### config.mk
export PLATFORM = sky130hd
export DESIGN_NAME = sd_sector_sched
export DESIGN_NICKNAME = d
export VERILOG_FILES = /design/src/rtl/sd_sector_sched.sv
export SDC_FILE = /design/constraint.sdc
export NUM_CORES = 1
export LEC_CHECK = 0
export ABC_AREA = 0
export BUFFER_PORTS_ARGS = -buffer_cell sky130_fd_sc_hd__buf_2
export CELL_PAD_IN_SITES_DETAIL_PLACEMENT = 0
export CELL_PAD_IN_SITES_GLOBAL_PLACEMENT = 2
export CORE_MARGIN = 5
export CORE_UTILIZATION = 31
export CTS_BUF_LIST = sky130_fd_sc_hd__clkbuf_4 sky130_fd_sc_hd__clkbuf_8
export CTS_CLUSTER_SIZE = 20
export DETAILED_ROUTE_END_ITERATION = 12
export HOLD_SLACK_MARGIN = 0.05
export PLACE_DENSITY = 0.89
export SLEW_MARGIN = 25
export SYNTH_ARGS = -nofsm -noshare
export SYNTH_HDL_FRONTEND = slang
export SYNTH_SLANG_ARGS = --single-unit
export TNS_END_PERCENT = 30
### constraint.sdc
create_clock -name i_clk -period 2.85 [get_ports i_clk]
set_input_delay 0.1425 -clock i_clk [delete_from_list [all_inputs] [get_ports i_clk]]
set_output_delay 0.1425 -clock i_clk [all_outputs]
set_load 0.005 [all_outputs]
### src/rtl/sd_sector_sched.sv
// ---------------------------------------------------------------------------
// sd_sector_sched
//   Schedules whole-sector reads from the SD card reader and streams the
//   returned bytes into the frame plexer. The SD reader cannot be stalled in
//   the middle of a sector, so a read is only issued while the downstream
//   main-data FIFO reports room for a complete sector.
//
// Parameters
//   SECTOR_BYTES  bytes returned per SD read (byte counter wraps here)
//   ADDR_SHIFT    o_sd_addr = sector << ADDR_SHIFT (9 = SDSC bytes, 0 = SDHC)
//   ROOM_W        width of the downstream free-space input
//
// Ports
//   i_clk, i_rst_n          clock, asynchronous active-low reset
//   i_start                 one-cycle pulse, begins a run (ignored while busy)
//   i_start_sector          first sector index, sampled on an accepted start
//   i_num_sectors           sectors to read, 0 = run until stopped
//   i_stop                  one-cycle pulse, run ends after the sector in flight
//   i_sd_ready              SD reader idle; dropping it acknowledges o_sd_rd
//   o_sd_rd, o_sd_addr      read request and its address (stable while o_sd_rd)
//   i_sd_byte_available     one-cycle pulse per returned byte
//   i_sd_dout               returned byte
//   i_room                  free bytes downstream
//   o_axiov, o_axiod        byte stream to the plexer (one cycle after the SD byte)
//   o_busy                  high from an accepted start until the run ends
//   o_done                  one-cycle pulse when the run ends
//   o_sectors_read          sectors completed this run (saturating)
//   o_overrun_err           sticky: a byte arrived outside STREAM
// ---------------------------------------------------------------------------
module sd_sector_sched #(
  parameter int unsigned SECTOR_BYTES = 512,
  parameter int unsigned ADDR_SHIFT   = 9,
  parameter int unsigned ROOM_W       = 12
) (
  input  logic              i_clk,
  input  logic              i_rst_n,
  input  logic              i_start,
  input  logic [31:0]       i_start_sector,
  input  logic [23:0]       i_num_sectors,
  input  logic              i_stop,
  input  logic              i_sd_ready,
  output logic              o_sd_rd,
  output logic [31:0]       o_sd_addr,
  input  logic              i_sd_byte_available,
  input  logic [7:0]        i_sd_dout,
  input  logic [ROOM_W-1:0] i_room,
  output logic              o_axiov,
  output logic [7:0]        o_axiod,
  output logic              o_busy,
  output logic              o_done,
  output logic [23:0]       o_sectors_read,
  output logic              o_overrun_err
);

  localparam int unsigned CNT_W = (SECTOR_BYTES > 1) ? $clog2(SECTOR_BYTES) : 1;
  localparam logic [CNT_W-1:0] LAST_BYTE = CNT_W'(SECTOR_BYTES - 1);

  typedef enum logic [2:0] {
    S_IDLE,
    S_CHECK,
    S_REQ,
    S_STREAM,
    S_FINISH
  } state_t;

  state_t             r_state;
  logic [31:0]        r_sector;
  logic [23:0]        r_num;
  logic [23:0]        r_sectors_read;
  logic [CNT_W-1:0]   r_byte_cnt;
  logic               r_stop_pend;
  logic               r_sd_rd;
  logic [31:0]        r_sd_addr;
  logic               r_axiov;
  logic [7:0]         r_axiod;
  logic               r_busy;
  logic               r_done;
  logic               r_overrun_err;

  logic               w_room_ok;
  logic               w_quota_met;

  // Room is compared unsigned against a full sector; a run with num=0 never
  // reaches its quota and only ends through stop.
  assign w_room_ok   = (32'(i_room) >= SECTOR_BYTES);
  assign w_quota_met = (r_num != '0) && (r_sectors_read == r_num);

  // Single FSM with registered outputs. axiov and done default low every
  // cycle so each is a one-cycle pulse when set.
  always_ff @(posedge i_clk or negedge i_rst_n) begin
    if (!i_rst_n) begin
      r_state        <= S_IDLE;
      r_sector       <= '0;
      r_num          <= '0;
      r_sectors_read <= '0;
      r_byte_cnt     <= '0;
      r_stop_pend    <= 1'b0;
      r_sd_rd        <= 1'b0;
      r_sd_addr      <= '0;
      r_axiov        <= 1'b0;
      r_axiod        <= '0;
      r_busy         <= 1'b0;
      r_done         <= 1'b0;
      r_overrun_err  <= 1'b0;
    end else begin
      r_axiov <= 1'b0;
      r_done  <= 1'b0;

      // Stop is only remembered here; it takes effect at the next CHECK so
      // a sector already in flight always completes.
      if ((r_state != S_IDLE) && i_stop) begin
        r_stop_pend <= 1'b1;
      end

      // Bytes outside STREAM are never forwarded, only flagged.
      if ((r_state != S_STREAM) && i_sd_byte_available) begin
        r_overrun_err <= 1'b1;
      end

      case (r_state)
        S_IDLE: begin
          if (i_start) begin
            r_sector       <= i_start_sector;
            r_num          <= i_num_sectors;
            r_sectors_read <= '0;
            r_overrun_err  <= 1'b0;
            r_stop_pend    <= 1'b0;
            r_busy         <= 1'b1;
            r_state        <= S_CHECK;
          end
        end

        S_CHECK: begin
          if (r_stop_pend || w_quota_met) begin
            r_state <= S_FINISH;
          end else if (i_sd_ready && w_room_ok) begin
            r_sd_addr <= r_sector << ADDR_SHIFT;
            r_sd_rd   <= 1'b1;
            r_state   <= S_REQ;
          end
        end

        // The reader acknowledges by dropping sd_ready; until then the
        // request and address are held unchanged.
        S_REQ: begin
          if (!i_sd_ready) begin
            r_sd_rd    <= 1'b0;
            r_byte_cnt <= '0;
            r_state    <= S_STREAM;
          end
        end

        S_STREAM: begin
          if (i_sd_byte_available) begin
            r_axiov <= 1'b1;
            r_axiod <= i_sd_dout;
            if (r_byte_cnt == LAST_BYTE) begin
              r_byte_cnt <= '0;
              r_sector   <= r_sector + 32'd1;
              if (r_sectors_read != '1) begin
                r_sectors_read <= r_sectors_read + 24'd1;
              end
              r_state <= S_CHECK;
            end else begin
              r_byte_cnt <= r_byte_cnt + CNT_W'(1);
            end
          end
        end

        S_FINISH: begin
          r_busy  <= 1'b0;
          r_done  <= 1'b1;
          r_state <= S_IDLE;
        end

        default: begin
          r_state <= S_IDLE;
        end
      endcase
    end
  end

  assign o_sd_rd        = r_sd_rd;
  assign o_sd_addr      = r_sd_addr;
  assign o_axiov        = r_axiov;
  assign o_axiod        = r_axiod;
  assign o_busy         = r_busy;
  assign o_done         = r_done;
  assign o_sectors_read = r_sectors_read;
  assign o_overrun_err  = r_overrun_err;

endmodule

# Word-level counts from Yosys, hierarchy flattened
# Index checks and enable logic that the tools add are counted.
# W data, S select, Z words.
# op_classes
addsub	3
n_lt_le_gt_ge	1
n_eq_ne	16
muxes	35
bitwise_logic	1
n_reduce_logical	21
# op_table
operator	count
$mux W24	4
$mux W32	3
$pmux W32 S2	1
$pmux W24 S2	1
$add A32 B1 Y32 const B	1
$mux W9	3
$add A24 B1 Y24 const B	1
$eq A24 B24 Y1	1
$ne A24 B24 Y1 const B	1
$reduce_bool A24 Y1	1
$mux W3	6
$pmux W9 S2	1
$ne A2 B2 Y1 const B	7
$mux W1	13
$ge A12 B10 Y1 const B	1
$pmux W3 S4	1
$reduce_and A5 Y1	2
$add A9 B1 Y9 const B	1
$eq A9 B9 Y1 const B	1
$reduce_and A4 Y1	2
$reduce_bool A2 Y1	4
$eq A3 B2 Y1 const B	2
$reduce_and A2 Y1	3
$reduce_and A3 Y1	2
other kinds (10)	14
# totals
reg_bits	129
input_bits	82
out_inout_bits	69
elab_cells	90

# Logic depth before layout (Yosys ltp)
# logic_depth
ltp_word	5
depth_mapped	12
mapped_depth_nobuf	11

# Least setup slack after synthesis
# OpenSTA, ideal clock, no wires.
# synth_path
path_type	flip-flop to flip-flop
start	register r_byte_cnt[0]
end	register r_sectors_read[12] (netlist: o_sectors_read[12])
arrival_time_ns	2.501
required_time_ns	2.718
slack_ns	0.217
path_stages_with_launch	12
n_path_buf	0
cell_sequence	dfrtp_1 -> ha_1 -> and3_1 -> and3_1 -> and3_1 -> ha_1 -> nand4_1 -> a2111oi_4 -> o21ai_2 -> or3_1 -> xor2_1 -> nor2_1
# synth_between
elab_chain_cells	3
# synth_rtl
element	line_no	source
start: declaration	70	logic [CNT_W-1:0] r_byte_cnt;
start signal: assignment	165	r_byte_cnt <= r_byte_cnt + CNT_W'(1);
$eq A9 B9 Y1	157	if (r_byte_cnt == LAST_BYTE) begin
$ne A2 B2 Y1 (no line)	-	
$reduce_and A5 Y1 (no line)	-	
end signal: assignment	161	r_sectors_read <= r_sectors_read + 24'd1;
end: declaration	69	logic [23:0] r_sectors_read;
# No other way between the ends.
# A chain may end at the register's enable or synchronous reset.

# Worst setup path after layout
# Ends and elaborated chain as after synthesis.

==> results.md <==
- H-tree depth: 4
- Cell mode on critical path: and3_4
- Maximum VDD drop: around 0.43 mV
- Via/cell ratio: 4.93
- Clock skew: approximately 0.017 ns
- Flop pwr share: approximately 43%
- Die height: around 150 um
- Remaining antenna violation count: 0
- P_sw: roughly 2.3 mW
- Unique masters post-synth: 51
- Clock sinks: 120
- Synth warn: 0
- Row count: 50
- Starting DRT DRC Count: 273
- Grt total ovfl: 0
- Type of origin of the critical path: flip-flop
- Core box area: 18700 um^2
- Antenna diode count: 0
- Critical path capture point type: flip-flop
- Setup-failing EPs final: 0
- Final period utilization: between 90% and 100%
- Seq cells post-synth: 120
- Max-Cap Viols: 0
- TNS Setup: 0 ns
- Int Pwr: around 4.5 mW
- Crit-path max cell delay: 0.46 ns
- Final hold violations: 0
- Post-Synthesis Cells: roughly 570
- Hold Crit Class: in2reg
- Netlist Area Pre-Place: about 5900 um^2
- Worst path cell trace: ha_2, and3_4, and3_4, and3_4, ha_4, nand4_1, a2111oi_4, buf_4, o21ai_2, or3_1, xor2_1, nor2_1
- First-pass iteration count of the detailed router: 4
- Die area: ~22000 um^2
- Routed vias: 5034
- Status: finished, final reports clean
- Avg Inst Size Synth: around 10 um^2
- Relative slew slack: 57.1%
- Worst-path clk slew: ~0.07 ns
- Total power: slightly below 7 mW
- Worst R2R Setup Slack: roughly 0.015 ns
- CTS tree: yes
- Die X: ~150 um
- Initial antenna violation count: 0
- Worst hold slack: roughly 0.10 ns
- Fin. max-slew vios: 0
- Routed wire length: approximately 16000 um
- WL per Instance: approximately 16 um
- Data arrival time of the worst path: between 3 and 4 ns
- Register area share after synthesis: between 50% and 60%
- P&R area growth vs syn: 36.1%
- Hold Startpoint: i_start_sector[2]
- Share of cells above drive strength 1: 29.6%
- First-pass GRT wire length: roughly 26000 um
- Worst-Skew Late Latency: between 0.4 and 0.5 ns
- Post-synth ARST share: 100%
- Clk root buf: clkbuf_8
- Largest net degree at the start of global routing: 50
- Power Density: roughly 850 nW/um^2
- Leakage: roughly 3.6 nW
- Clock power frac: between 20% and 30%
- Unrepaired setup endpoints after global routing: true
- Post-Layout Inst Area: roughly 8000 um^2
- Post-synth EDFFs: 0
- Layout Nets: 861
- GP Congestion: 0.773
- Type of the worst setup path: reg2reg
- Final Critical Period: 2.84 ns
- Ys flop type: dfrtp_1
- Vias in the first global route: 4887
- Worst slew pin tran: 0.644 ns
- Crit path max fanout: 3
- Synth top area share: 50.9%
- Worst setup path start: r_byte_cnt[0]
- Overall routing resource usage: around 15%
- Slowest CP cell: a2111oi_4
- Area leader, netlist: dfrtp_1
- Post-DP Area: a little under 7000 um^2
- Logic pwr share: between 30% and 40%
- Worst flop-to-flop path startpoint: r_byte_cnt[0]
- Port bufs: ~120
- Worst EP required: between 3 and 4 ns
- I/O Pins: ~150
- Fmax: around 0.35 GHz
- Bufs on Longest Clock Path: 2
- TritonCTS buffer count: 17
- DR DRC count: 0
- Hpwl dp: roughly 11000 um
- Dominant cells by area after synthesis: dfrtp_1 51%, mux2_2 6.1%, xor2_1 4.6%
- Switching Fraction: around 34%
- Starting Density: between 30% and 40%
==> final timing paths <==
path | endpoint | cells after the start
max | o_sectors_read[12] | 12
min | r_sector[2] | 3
max reg2reg | o_sectors_read[12] | 12
min reg2reg | o_sd_addr[20] | 1
max in group asynchronous | r_sector[21] | 3
min in group asynchronous | r_sector[6] | 2
==> cell usage after synthesis, types with 11 or more instances <==
cell and n:
nand2_1 45, nand4_1 13, nor4_1 13, a21oi_1 44, nand3_1 21, mux2_2 32
mux2_1 24, dfrtp_1 120, xor2_1 31, o22ai_1 11, xnor2_1 12, o21ai_0 31
clkbuf_1 19, nor2_1 47
==> stage by stage <==
| step | setup WS [ns] | util (%) | std cells |
|---|---|---|---|
| finish | 0.0147 | 42.9 | 1022 |
| CTS | 0.0211 | 42.4 | 1014 |
| global placement | 0.117 | 36.7 | 922 |
| global route | -0.155 | 42.9 | 1022 |
| floorplan | 0.217 | - | 576 |
| detailed placement | 0.0429 | 36.7 | 922 |
==> registers in the layout, indices dropped and copies added (netlist names) <==
register,count
o_sd_rd,1
o_overrun_err,1
o_busy,1
o_sectors_read,24
r_stop_pend,1
r_state,3
o_done,1
o_sd_addr,23
o_axiov,1
r_num,24
o_axiod,8
r_sector,23
r_byte_cnt,9
==> critical path: cells and delay by family (launching register included) <==
kind / cells / cell delay [ns]
AND/OR/NAND/NOR: 6 / 1.24
AO/OA/AOI/OAI: 2 / 0.51
flip-flops: 1 / 0.37
adder cells (fa/ha/maj): 2 / 0.32
buffers and inverters: 1 / 0.17
XOR/XNOR: 1 / 0.15
==> cells in the final DEF, fill, tap and decap left out, drive strengths merged, types with 3 or more instances in the layout <==
master,n
xor2,31
nand3,21
a2bb2oi,4
nor2,48
or2,3
nand4,13
conb,9
clkinvlp,5
and3,9
nand2b,3
nand2,45
inv,7
nor3,8
a21oi,45
ha,4
and2,3
a31oi,3
dfrtp,120
nand4b,4
nor4,14
buf,153
dlygate4sd3,60
bufinv,4
o22ai,11
clkbuf,22
or3,9
xnor2,12
mux2,56
o21ai,39
==> routing by layer <==
layer / track usage [%] / up-vias / share of wire [%]
li1: - / 2434 / -
met3: 4.66 / 11 / 6.6
met5: 0 / - / 0
met1: 20.4 / 2444 / 46
met2: 23.9 / 145 / 47
met4: 2.77 / 0 / 0.64
==> cells by family after synthesis <==
kind of cell	count (synthesis)	share of synthesized area (%)
simple gates	187	16.0
flops	120	50.9
compound gates	117	11.7
mux	57	10.9
xor+xnor	43	6.39
buf+inv	39	3.16
fa+ha+maj	4	0.849
other cells	1	0.0636
==> cell type report <==
type	instances	area, um^2
Fill cell	1772	10700
Sequential cell	120	3000
Multi-Input combinational cell	417	2780
Timing Repair Buffer	213	1470
Tap cell	234	293
Clock buffer	22	290
Clock inverter	10	166
Inverter	6	22.5
==> power by group through the flow <==
| stage | logic [mW] | clock network, mW | registers, mW |
|---|---|---|---|
| after floorplan | 1.38 | 0 | 2.80 |
| after global placement | 2.05 | 0 | 2.91 |
| after detailed placement | 2.07 | 0 | 2.94 |
| after CTS | 2.16 | 1.82 | 2.90 |
| after global routing | 2.40 | 1.89 | 3.01 |
| final | 2.15 | 1.77 | 2.91 |
==> repair_timing <==
| item | 4_1_cts | 5_1_grt |
|---|---|---|
| gates resized for setup | 0 | 7 |
| hold endpoints to repair | 103 | 0 |
| endpoints found under the setup margin | 0 | 8 |
| setup buffers | 0 | 8 |
| hold buffers | 60 | 0 |
Note: power is estimated with default switching activity, not from simulation.
